File: src/rtl/lcd_pkg.sv
// Shared constants for the HD44780 write engine: FSM state encoding,
// default timing in iCLK cycles and the slow (clear/home) command codes.
package lcd_pkg;

    // 82000 cycles of clear/home wait needs 17 bits.
    localparam int TIMER_W = 17;

    localparam logic [1:0] ST_IDLE  = 2'd0;
    localparam logic [1:0] ST_SETUP = 2'd1;
    localparam logic [1:0] ST_PULSE = 2'd2;
    localparam logic [1:0] ST_EXEC  = 2'd3;

    localparam int unsigned DEF_EN_SETUP   = 2;
    localparam int unsigned DEF_EN_WIDTH   = 16;
    localparam int unsigned DEF_EXEC_SHORT = 2500;
    localparam int unsigned DEF_EXEC_LONG  = 82000;

    localparam logic [7:0] CMD_CLEAR    = 8'h01;
    localparam logic [7:0] CMD_HOME     = 8'h02;
    localparam logic [7:0] CMD_HOME_ALT = 8'h03;

    // Clear and return-home are the only commands with the long busy time.
    function automatic logic is_slow_cmd(input logic rs, input logic [7:0] data);
        return !rs && (data == CMD_CLEAR ||
                       data == CMD_HOME  ||
                       data == CMD_HOME_ALT);
    endfunction

endpackage

File: src/rtl/lcd_timer.sv
// Loadable down-counter used for every wait in the LCD write FSM.
// Ports: clk, rst_n (async low), load, load_value in; value, expired out.
module lcd_timer
    import lcd_pkg::*;
(
    input  logic               clk,
    input  logic               rst_n,
    input  logic               load,
    input  logic [TIMER_W-1:0] load_value,
    output logic [TIMER_W-1:0] value,
    output logic               expired
);

    // Loading N gives N cycles: the last one is the cycle showing 1.
    assign expired = (value <= TIMER_W'(1));

    always_ff @(posedge clk or negedge rst_n) begin
        if (!rst_n) begin
            value <= '0;
        end else if (load) begin
            value <= load_value;
        end else if (value != '0) begin
            value <= value - TIMER_W'(1);
        end
    end

endmodule

File: src/rtl/lcd_write_engine.sv
// HD44780 single-byte write engine: setup, enable pulse, then busy wait.
// Ports: iCLK, iRST_N, iDATA, iRS, iStart in; oDone, LCD_DATA/RS/RW/EN out.
module lcd_write_engine
    import lcd_pkg::*;
#(
    parameter int unsigned EN_SETUP   = DEF_EN_SETUP,
    parameter int unsigned EN_WIDTH   = DEF_EN_WIDTH,
    parameter int unsigned EXEC_SHORT = DEF_EXEC_SHORT,
    parameter int unsigned EXEC_LONG  = DEF_EXEC_LONG
) (
    input  logic       iCLK,
    input  logic       iRST_N,
    input  logic [7:0] iDATA,
    input  logic       iRS,
    input  logic       iStart,
    output logic       oDone,
    output logic [7:0] LCD_DATA,
    output logic       LCD_RS,
    output logic       LCD_RW,
    output logic       LCD_EN
);

    logic [1:0]         state;
    logic               start_d;
    logic               start_det;
    logic               tmr_load;
    logic [TIMER_W-1:0] tmr_din;
    logic [TIMER_W-1:0] tmr_value_unused;
    logic               tmr_expired;

    assign LCD_RW = 1'b0;

    // start_d resets high so a start held across reset release is ignored.
    assign start_det = iStart && !start_d && (state == ST_IDLE);

    lcd_timer u_timer (
        .clk        (iCLK),
        .rst_n      (iRST_N),
        .load       (tmr_load),
        .load_value (tmr_din),
        .value      (tmr_value_unused),
        .expired    (tmr_expired)
    );

    // LCD_DATA/LCD_RS hold the latched byte, so they select the busy time.
    always_comb begin
        tmr_load = 1'b0;
        tmr_din  = '0;
        case (state)
            ST_IDLE: begin
                if (start_det) begin
                    tmr_load = 1'b1;
                    tmr_din  = TIMER_W'(EN_SETUP);
                end
            end
            ST_SETUP: begin
                if (tmr_expired) begin
                    tmr_load = 1'b1;
                    tmr_din  = TIMER_W'(EN_WIDTH);
                end
            end
            ST_PULSE: begin
                if (tmr_expired) begin
                    tmr_load = 1'b1;
                    tmr_din  = is_slow_cmd(LCD_RS, LCD_DATA)
                             ? TIMER_W'(EXEC_LONG)
                             : TIMER_W'(EXEC_SHORT);
                end
            end
            default: begin
                tmr_load = 1'b0;
            end
        endcase
    end

    always_ff @(posedge iCLK or negedge iRST_N) begin
        if (!iRST_N) begin
            state    <= ST_IDLE;
            start_d  <= 1'b1;
            LCD_EN   <= 1'b0;
            LCD_DATA <= 8'h00;
            LCD_RS   <= 1'b0;
            oDone    <= 1'b0;
        end else begin
            start_d <= iStart;
            case (state)
                ST_IDLE: begin
                    if (start_det) begin
                        LCD_DATA <= iDATA;
                        LCD_RS   <= iRS;
                        oDone    <= 1'b0;
                        state    <= ST_SETUP;
                    end
                end
                ST_SETUP: begin
                    if (tmr_expired) begin
                        LCD_EN <= 1'b1;
                        state  <= ST_PULSE;
                    end
                end
                ST_PULSE: begin
                    if (tmr_expired) begin
                        LCD_EN <= 1'b0;
                        state  <= ST_EXEC;
                    end
                end
                ST_EXEC: begin
                    if (tmr_expired) begin
                        oDone <= 1'b1;
                        state <= ST_IDLE;
                    end
                end
                default: begin
                    state <= ST_IDLE;
                end
            endcase
        end
    end

endmodule

File: config.mk
export PLATFORM = sky130hd
export DESIGN_NAME = lcd_write_engine
export DESIGN_NICKNAME = d
export VERILOG_FILES = /design/src/rtl/lcd_pkg.sv /design/src/rtl/lcd_timer.sv /design/src/rtl/lcd_write_engine.sv
export SDC_FILE = /design/constraint.sdc
export NUM_CORES = 1
export LEC_CHECK = 0
export CORE_ASPECT_RATIO = 0.7
export CORE_MARGIN = 1.5
export CORE_UTILIZATION = 54
export CTS_CLUSTER_SIZE = 20
export DETAILED_ROUTE_END_ITERATION = 12
export PLACE_DENSITY = 0.89
export RECOVER_POWER = 50
export SLEW_MARGIN = 25
export SYNTH_ARGS = -nofsm -noshare
export SYNTH_HDL_FRONTEND = slang
export SYNTH_HIERARCHICAL = 1
export SYNTH_SLANG_ARGS = --single-unit
File: constraint.sdc
create_clock -name iCLK -period 4 [get_ports iCLK]
set_input_delay 0.6 -clock iCLK [delete_from_list [all_inputs] [get_ports iCLK]]
set_output_delay 0.6 -clock iCLK [all_outputs]
set_load 0.01 [all_outputs]
==> impl_metrics.yaml <==
cells_and_area:
  multi_input_area_sq_um: 968
  antenna_cells: 0
  layout_common_cells: "dfrtp_1 (30), clkdlybuf4s50_1 (20), nand2_1 (15), nor2_1 (14)"
  fillers: 234
  drive_gt1_share_pct: 12.0
  ff_latch_area_sq_um: 777
  fin_area_sq_um: 2170
  area_growth_syn_to_layout_pct: 21.2
  final_common_cell: "dfrtp_1"
  layout.nets: 227
detailed_routing:
  viasPerCell: 5.94
  wirelength_um: 4120
  routed-via-count: 1468
  drtPass1Iterations: 6
  drc: 0
  dr.first_iter.drc_count: 125
  ant_nets: 0
  drt-wirelength-per-cell_um: 16.7
cts:
  holdBufCountCts: 0
  clockBufferDepth: 2
  clk_pin_slew_ps: 70
  cts_inserted_buffers: 5
  clockRootBuffer: "clkbuf_8"
  cts-htree-levels: 2
  postCtsSetupBuffers: 0
  insertion_delay_ps: 290
  cts_tree: "built"
  cts.sinks: 31
  cts_resized: 0
timing:
  rsz0062_at_grt: "no"
  slew_violations: 32
  slew_headroom_pct: -9.07
  final-setup-viol-count: 0
  period_needed_ps: 3100
  max_freq_mhz: 323
  finalSetupTns_ps: 0
  hold_violations: 0
  worstMarginPinSlew_ps: 1640
  clock-skew-final_ps: 5.17
  period_share_pct: 77.5
placement:
  routabilityCongestion: 0.886
  io_buffers: 22
  dp_hpwl_um: 3000
  post_dp_cell_area_sq_um: 2070
synth:
  synth.avg_cell_area_sq_um: 10.2
  yosysUniqueCellTypes: 47
  synth_seq_cells: 31
  syn_area_sq_um: 1790
  syn_inst: 176
  yosysWarningCount: 6
  seq_area_frac_synth_pct: 43.4
grt:
  grt_max_degree: 32
  grt_usage_pct: 25.3
  grt-ovfl-total: 0
  grt_pass1_vias: 1406
  antenna_found_initial: 0
  grt_pass1_wl_um: 6960
setup_path:
  worstSetupPathType: "register to register"
  crit_top_cell: "buf_4"
  worst_r2r_path_depth: 9
  crit_family: "simple AND/OR/NAND/NOR gates"
  rrSetupSlack_ps: 900
  crit_path_end_kind: "register"
  cp.arrival_ps: 3270
  slowest_delay_ps: 650
  r2r-start: "u_timer/value[8]$_DFFE_PN0P_"
  path_cells: "or4_1 > or3_1 > nor2_1 > buf_4 > nand2_1 > a21oi_2 > buf_4 > or2b_1 > o21ai_0"
  r2r-end: "u_timer/value[7]$_DFFE_PN0P_"
  cp_data_required_time_ps: 4170
  cp_slowest_cell: "or4_1"
  start_kind: "register"
  crit_fanout: 19
  worst-path-buf-inv: 2
floorplan:
  fp.dieW_um: 71.8
  rows: 17
  initial_core_util_pct: 56.9
  die_h_um: 51.2
  boundaryPins: 24
  coreArea_sq_um: 3150
  dieArea_sq_um: 3680
pwr:
  p_leak_nw: 0.922
  power.density_nw_per_um2: 747
  peakVddDrop_v: 0.000467
hold_path:
  min_path_type: "register to register"
  min_to: "LCD_EN$_DFFE_PN0P_"
  min_path_cells: 2
  worstHoldStart: "LCD_EN$_DFFE_PN0P_"
run:
  max_cap_viol_count: 1
run_status:
  status: "complete, but fails checks"
  violations: "max-capacitance violations, max-slew violations"
==> how the worst max path moves through the flow <==
stage | from | end | slack (ps) | cells past startpoint
final | u_timer/value[8]$_DFFE_PN0P_ | u_timer/value[7]$_DFFE_PN0P_ | 900 | 9
after global routing | u_timer/value[8]$_DFFE_PN0P_ | u_timer/value[7]$_DFFE_PN0P_ | 690 | 9
after CTS | u_timer/value[8]$_DFFE_PN0P_ | u_timer/value[7]$_DFFE_PN0P_ | 920 | 9
after detailed placement | u_timer/value[8]$_DFFE_PN0P_ | u_timer/value[7]$_DFFE_PN0P_ | 920 | 9
after global placement | u_timer/value[8]$_DFFE_PN0P_ | u_timer/value[5]$_DFFE_PN0P_ | 1060 | 9
after floorplan | u_timer/value[8]$_DFFE_PN0P_ | u_timer/value[0]$_DFFE_PN0P_ | 1110 | 9
==> cells in the mapped netlist (all sizes together) <==
master,number,area [sq um]
inv,6,22.5
or4b,1,10.0
or3b,1,8.76
nand3,1,5.00
nor2,14,52.6
xnor2,7,61.3
a31oi,1,6.26
o31a,3,26.3
nand2,15,56.3
mux2i,2,20.0
or2,1,6.26
or3,2,12.5
nand2b,2,12.5
buf,2,18.8
and3,1,6.26
dfrtp,30,751
nor4,6,43.8
mux2,11,154
nor3b,3,27.5
a22oi,1,7.51
nor2b,3,18.8
nor3,7,40.0
and4,1,8.76
dfstp,1,26.3
a41oi,1,8.76
conb,1,3.75
clkbuf,6,23.8
xor2,2,17.5
nand3b,1,11.3
o32a,1,10.0
o31ai,6,45.0
o21ai,9,45.0
ha,7,87.6
a21oi,9,45.0
o41ai,1,8.76
or4,5,41.3
a2bb2oi,1,15.0
nand4,3,18.8
or2b,1,7.51
==> final cells by class <==
type / count / area share [%]
multi-input combinational: 139 / 44.6
sequential: 31 / 35.8
timing repair buffer: 25 / 11.0
clock buffer: 6 / 3.80
tap: 38 / 2.19
clock inverter: 2 / 1.61
inverter: 6 / 1.04
==> flip-flops by register name (all words and copies together) (netlist names) <==
register	count
LCD_EN	1
oDone	1
LCD_RS	1
u_timer/value	17
state	2
LCD_DATA	8
start_d	1
==> worst reg2reg max path: cells and delay by family, from the launching register on <==
kind / cells / cell delay (ps)
buf+inv: 2 / 480
flops: 1 / 420
compound gates: 2 / 540
simple gates: 5 / 1540
==> report_power, final <==
part	total [mW]	switching, mW	internal, mW
combinational	0.683	0.330	0.353
sequential	0.616	0.163	0.453
clock	0.324	0.123	0.201
==> per-layer routing <==
layer | global-route usage (%) | vias up | share of wire (%)
li1 | - | 692 | -
met1 | 36.5 | 711 | 47
met2 | 38.1 | 61 | 45
met3 | 5.72 | 4 | 6.8
met4 | 7.55 | 0 | 1.1
met5 | 0 | - | 0
==> per-stage QoR <==
stage          setup slack, ps  util, %  hold slack, ps  std cells  total power [mW]
6_report                   901     69.0             521        247              1.62
5_1_grt                    692     69.0             553        247              1.73
4_1_cts                    920     69.6             519        247              1.63
3_5_place_dp               919     65.9             500        239              1.31
3_3_place_gp              1060     65.9             488        239              1.27
2_1_floorplan             1110        -             304        184              1.07
==> cells by family after synthesis <==
kind of cell / share of synthesized area (%)
flip-flops: 43.4
AND/OR/NAND/NOR: 21.6
XOR/XNOR: 4.40
AO/OA/AOI/OAI: 12.2
multiplexers: 9.71
other: 0.209
buffers and inverters: 3.63
adder cells (fa/ha/maj): 4.89
(Power assumes the default switching activity.)
